File: src/rtl/program_loader.sv
// program_loader: framed byte-stream loader for instruction memory.
// Assembles big-endian 16-bit words, verifies XOR checksum, gates CPU reset.
module program_loader #(
  parameter int unsigned MAX_WORDS = 256,
  parameter logic [7:0]  SYNC_BYTE = 8'hA5
) (
  input  logic        clk,
  input  logic        reset,
  input  logic        restart,
  input  logic        rx_valid,
  input  logic [7:0]  rx_data,
  output logic        rx_ready,
  output logic        imem_write_enable,
  output logic [15:0] imem_write_address,
  output logic [15:0] imem_write_data,
  output logic        cpu_hold,
  output logic        load_done,
  output logic        load_error,
  output logic [15:0] word_count
);

  localparam logic [15:0] MAX_N = 16'(MAX_WORDS);

  typedef enum logic [2:0] {
    S_IDLE,
    S_LEN_HI,
    S_LEN_LO,
    S_DATA_HI,
    S_DATA_LO,
    S_CHECK,
    S_DONE,
    S_ERROR
  } state_t;

  state_t      state_q;
  state_t      state_d;
  logic [15:0] len_q;
  logic [7:0]  chk_q;
  logic [7:0]  hi_q;
  logic [15:0] wc_q;
  logic        wr_en_q;
  logic [15:0] wr_addr_q;
  logic [15:0] wr_data_q;

  logic        take;
  logic [15:0] len_full;
  logic [15:0] wc_inc;

  assign take     = rx_valid && rx_ready;
  assign len_full = {len_q[15:8], rx_data};
  assign wc_inc   = wc_q + 16'd1;

  assign imem_write_enable  = wr_en_q;
  assign imem_write_address = wr_addr_q;
  assign imem_write_data    = wr_data_q;
  assign word_count         = wc_q;

  // State register.
  always_ff @(posedge clk or negedge reset) begin
    if (!reset) begin
      state_q <= S_IDLE;
    end else begin
      state_q <= state_d;
    end
  end

  // Next-state: restart wins over any byte on the same edge.
  always_comb begin
    state_d = state_q;
    if (restart) begin
      state_d = S_IDLE;
    end else if (take) begin
      unique case (state_q)
        S_IDLE: begin
          if (rx_data == SYNC_BYTE) begin
            state_d = S_LEN_HI;
          end
        end
        S_LEN_HI: begin
          state_d = S_LEN_LO;
        end
        S_LEN_LO: begin
          if (len_full > MAX_N) begin
            state_d = S_ERROR;
          end else if (len_full == 16'd0) begin
            state_d = S_CHECK;
          end else begin
            state_d = S_DATA_HI;
          end
        end
        S_DATA_HI: begin
          state_d = S_DATA_LO;
        end
        S_DATA_LO: begin
          if (wc_inc == len_q) begin
            state_d = S_CHECK;
          end else begin
            state_d = S_DATA_HI;
          end
        end
        S_CHECK: begin
          if (rx_data == chk_q) begin
            state_d = S_DONE;
          end else begin
            state_d = S_ERROR;
          end
        end
        default: begin
          state_d = state_q;
        end
      endcase
    end
  end

  // Status outputs decoded from the current state.
  always_comb begin
    rx_ready   = 1'b0;
    cpu_hold   = 1'b1;
    load_done  = 1'b0;
    load_error = 1'b0;
    unique case (state_q)
      S_DONE: begin
        cpu_hold  = 1'b0;
        load_done = 1'b1;
      end
      S_ERROR: begin
        load_error = 1'b1;
      end
      default: begin
        rx_ready = 1'b1;
      end
    endcase
  end

  // Datapath: length, checksum, word assembly and the write strobe.
  always_ff @(posedge clk or negedge reset) begin
    if (!reset) begin
      len_q     <= '0;
      chk_q     <= '0;
      hi_q      <= '0;
      wc_q      <= '0;
      wr_en_q   <= 1'b0;
      wr_addr_q <= '0;
      wr_data_q <= '0;
    end else begin
      wr_en_q <= 1'b0;
      if (restart) begin
        wc_q  <= '0;
        chk_q <= '0;
      end else if (take) begin
        unique case (state_q)
          S_IDLE: begin
            if (rx_data == SYNC_BYTE) begin
              wc_q  <= '0;
              chk_q <= '0;
            end
          end
          S_LEN_HI: begin
            len_q[15:8] <= rx_data;
          end
          S_LEN_LO: begin
            len_q[7:0] <= rx_data;
          end
          S_DATA_HI: begin
            hi_q  <= rx_data;
            chk_q <= chk_q ^ rx_data;
          end
          S_DATA_LO: begin
            wr_en_q   <= 1'b1;
            wr_addr_q <= wc_q;
            wr_data_q <= {hi_q, rx_data};
            chk_q     <= chk_q ^ rx_data;
            wc_q      <= wc_inc;
          end
          default: begin
          end
        endcase
      end
    end
  end

endmodule

File: config.mk
export PLATFORM = sky130hd
export DESIGN_NAME = program_loader
export DESIGN_NICKNAME = d
export VERILOG_FILES = /design/src/rtl/program_loader.sv
export SDC_FILE = /design/constraint.sdc
export NUM_CORES = 1
export LEC_CHECK = 0
export BUFFER_PORTS_ARGS = -buffer_cell sky130_fd_sc_hd__buf_4
export CAP_MARGIN = 20
export CORE_ASPECT_RATIO = 0.75
export CORE_MARGIN = 2
export CORE_UTILIZATION = 50
export CTS_CLUSTER_SIZE = 10
export DETAILED_ROUTE_END_ITERATION = 16
export PLACE_DENSITY = 0.72
export SYNTH_ARGS = -nofsm -noshare
export SYNTH_HDL_FRONTEND = slang
export SYNTH_SLANG_ARGS = --single-unit
File: constraint.sdc
create_clock -name clk -period 3.15 [get_ports clk]
set_input_delay 0.1575 -clock clk [delete_from_list [all_inputs] [get_ports clk]]
set_output_delay 0.1575 -clock clk [all_outputs]
set_load 0.01 [all_outputs]
==> summary.md <==
| Metric | Value |
|---|---|
| Root buf cell | clkbuf_16 |
| CP arrival | around 2.9 ns |
| Crit-path cells | ha_1 -> nand3_2 -> or3_4 -> or4_1 -> a22oi_1 -> nand4_1 -> o21a_1 |
| Power Density | 565 nW/µm² |
| Layout net count | between 500 and 600 |
| Post-synth top area share | 0.488 |
| Ranking of synthesized cells by area | dfrtp_1 49%, nand2_1 9.8%, mux2_2 6.3%, o21ai_0 4.6%, xnor2_1 2.8% |
| Clock tree from TritonCTS | done |
| Critical Path Source Type | flip-flop |
| Vias per cell | about 5.6 |
| Number of antenna violations at the first check in global routing | 0 |
| Placed Area | ~4800 µm² |
| Leakage power | between 2 and 3 nW |
| Buf/Inv on CP | 0 |
| Total Wirelength | 10300 µm |
| Final instance area | 5180 µm² |
| Multi-input gate area | between 2000 and 2500 µm² |
| Clock sinks | 84 |
| Antenna fix cells | 0 |
| Initial core utilization | 0.512 |
| Number of synthesized flops with an enable pin | 0 |
| Post-synthesis cell type count | between 50 and 60 |
| Max-Cap Viols | 0 |
| Worst path slowest cell | dfrtp_1 |
| Setup violators final | 0 |
| Syn Std Cell Area | between 4000 and 5000 µm² |
| Layout cells sized above 1 | 0.229 |
| Fillers | 738 |
| ANT nets after route | 0 |
| Slew HR | 0.608 |
| # IOs | 65 |
| Worst-margin pin slew | slightly below 0.6 ns |
| Gr usage total | 0.230 |
| Synth Warn # | 0 |
| H-tree levels | 3 |
| Worst Path Max Fanout | 9 |
| Worst IR Drop VDD | around 300 µV |
| CP top delay family | simple AND/OR/NAND/NOR gates |
| Post-synth ARST share | 1.00 |
| # port buffers | 64 |
| Sequential area share after synthesis | 0.488 |
| Worst-path clk slew | ~0.06 ns |
| DR pass1 iterations | 4 |
| Seq cells post-synth | 84 |
| Critical path class | reg -> reg |
| Die Width | between 100 and 150 µm |
| CTS Buf Count | 9 |
| Vias | 3570 |
| WHS Path Cells | 2 |
| Setup TNS | 0 ns |
| Detailed router's first-iteration violation count | roughly 250 |
| Worst endpoint required time | roughly 3.4 ns |
| Dominant cell type by area after synthesis | dfrtp_1 |
| Max Slew Vio Count | 0 |
| Total grt overflow | 0 |
| Hpwl dp | about 7000 µm |
| Hold/Removal Path Class | in -> reg |
| Clk_lat worst skew | roughly 0.34 ns |
| Largest net degree at the start of global routing | between 80 and 90 |
| Longest Clk Path Bufs | 2 |
| Crit share post-route | 0.836 |
| Worst path depth | 7 |
| Max Freq | between 0.3 and 0.4 GHz |
| Clock Skew | between 0.007 and 0.008 ns |
| DRC | 0 |
| Synth Instances | ~470 |
| RSZ-0062 raised after global routing | no |
| Top FF cell, synth | dfrtp_1 |
| Final hold vios | 0 |
| Row count | 29 |
| Placeable core area | ~8400 µm² |
| Final min period | ~2.6 ns |
| Synthesized Nets | 487 |
| Crit path largest cell delay | between 0.5 and 0.6 ns |
| Worst Setup End Kind | flip-flop |
| Avg Inst Size Synth | 9.09 µm² |
| Storage element area | about 2100 µm² |
| Placer Congestion | about 0.92 |
| Wire per inst | approximately 16 µm |
| Resized Gates After CTS | 0 |
| Worst R2R Path Depth | 7 |
| First-pass GRT wire length | about 17000 µm |
| DIE AREA | between 9000 and 10000 µm² |
| Status | completed |
| Die H | ~84 µm |
| Layout area overhead | 20.3% |
| Vias in the first global route | between 3000 and 4000 |
worst register-to-register path, stage by stage (launching register included):
cell and delay (ns):
dfrtp_1 0.51, ha_1 0.37, nand3_2 0.18, or3_4 0.44, or4_1 0.51, a22oi_1 0.18, nand4_1 0.14, o21a_1 0.20
report_power, final:
part           leakage [nW]  internal (mW)  switching, mW
Sequential             1.14           1.19          0.108
Combinational          1.25          0.238          0.242
Clock                 0.156          0.719          0.428
through the flow:
stage                     hold WS [ns]  setup slack, ns  instances   util  power [mW]
after floorplan                 -0.138            0.753        474      -        1.62
after global placement           0.409            0.665        618  0.572        1.77
after detailed placement         0.421            0.535        618  0.572        1.78
after CTS                       0.0610            0.522        634  0.611        2.95
after global routing            0.0843            0.302        636  0.616        3.06
final                           0.0863            0.516        636  0.616        2.93
kinds of logic (layout without fill, tap and decap cells):
kind of cell,Yosys count,in the layout,synth area share
buf+inv,40,94,0.0401
flops,84,84,0.488
fa+ha+maj,1,1,0.00290
compound gates,89,89,0.125
simple gates,209,209,0.226
mux,25,25,0.0651
xor+xnor,26,26,0.0529
cell usage in the layout (no fill, tap or decap), drive strengths merged, types with 6 or more instances in the layout:
master / instances
nand2: 112
buf: 71
inv: 6
a21oi: 13
nor2: 30
dfrtp: 84
clkbuf: 11
nand4: 12
o21ai: 43
xor2: 12
nand3: 13
xnor2: 14
mux2: 24
nand2b: 14
final cells by class:
class | instances | share of cell area
clock inverters | 5 | 0.0164
multi-input cells | 350 | 0.392
flip-flops and latches | 84 | 0.406
inverters | 6 | 0.00434
clock buffers | 11 | 0.0468
repair buffers | 72 | 0.109
well taps | 108 | 0.0261
synth_stat cells (3+ instances only):
cell type	number
buf_2	6
xor2_1	12
dfrtp_1	84
nand2b_1	14
a31oi_1	5
nor2_1	30
xnor2_1	14
clkbuf_1	23
and3_1	4
a21oi_1	12
nor4_1	4
o31ai_1	5
nand2_1	112
a21o_1	3
buf_4	4
o21a_1	3
and2_1	3
nor3_1	4
nand3_1	11
or4_1	3
inv_1	6
o22ai_1	3
o21ai_1	3
nand4_1	11
mux2_2	24
o21ai_0	40
a22oi_1	3
registers in the layout, indices dropped and copies added, names as in the netlist:
register / count
len_q: 16
chk_q: 8
imem_write_data: 16
word_count: 16
state_q: 3
hi_q: 8
imem_write_enable: 1
imem_write_address: 16
what timing repair did:
item,4_1_cts,5_1_grt
endpoints found under the setup margin,0,0
endpoints found under the hold margin,0,32
setup buffers,0,0
hold buffers,0,1
final timing paths:
check	endpoint	from	slack [ns]
min	state_q[2]	restart	0.09
min reg2reg	imem_write_data[12]	imem_write_data[12]	0.47
max in group asynchronous	imem_write_address[5]	reset	2.24
min in group asynchronous	imem_write_data[7]	reset	0.31
max reg2reg	state_q[1]	word_count[0]	0.52
max	state_q[1]	word_count[0]	0.52
per-layer routing:
layer	up-vias	GRT usage	routed length [µm]
met4	0	0.0651	115
li1	1725	-	-
met1	1743	0.344	4990
met2	92	0.348	4690
met5	-	0	0
met3	10	0.0419	505
Note: power is estimated with default switching activity, not from simulation.
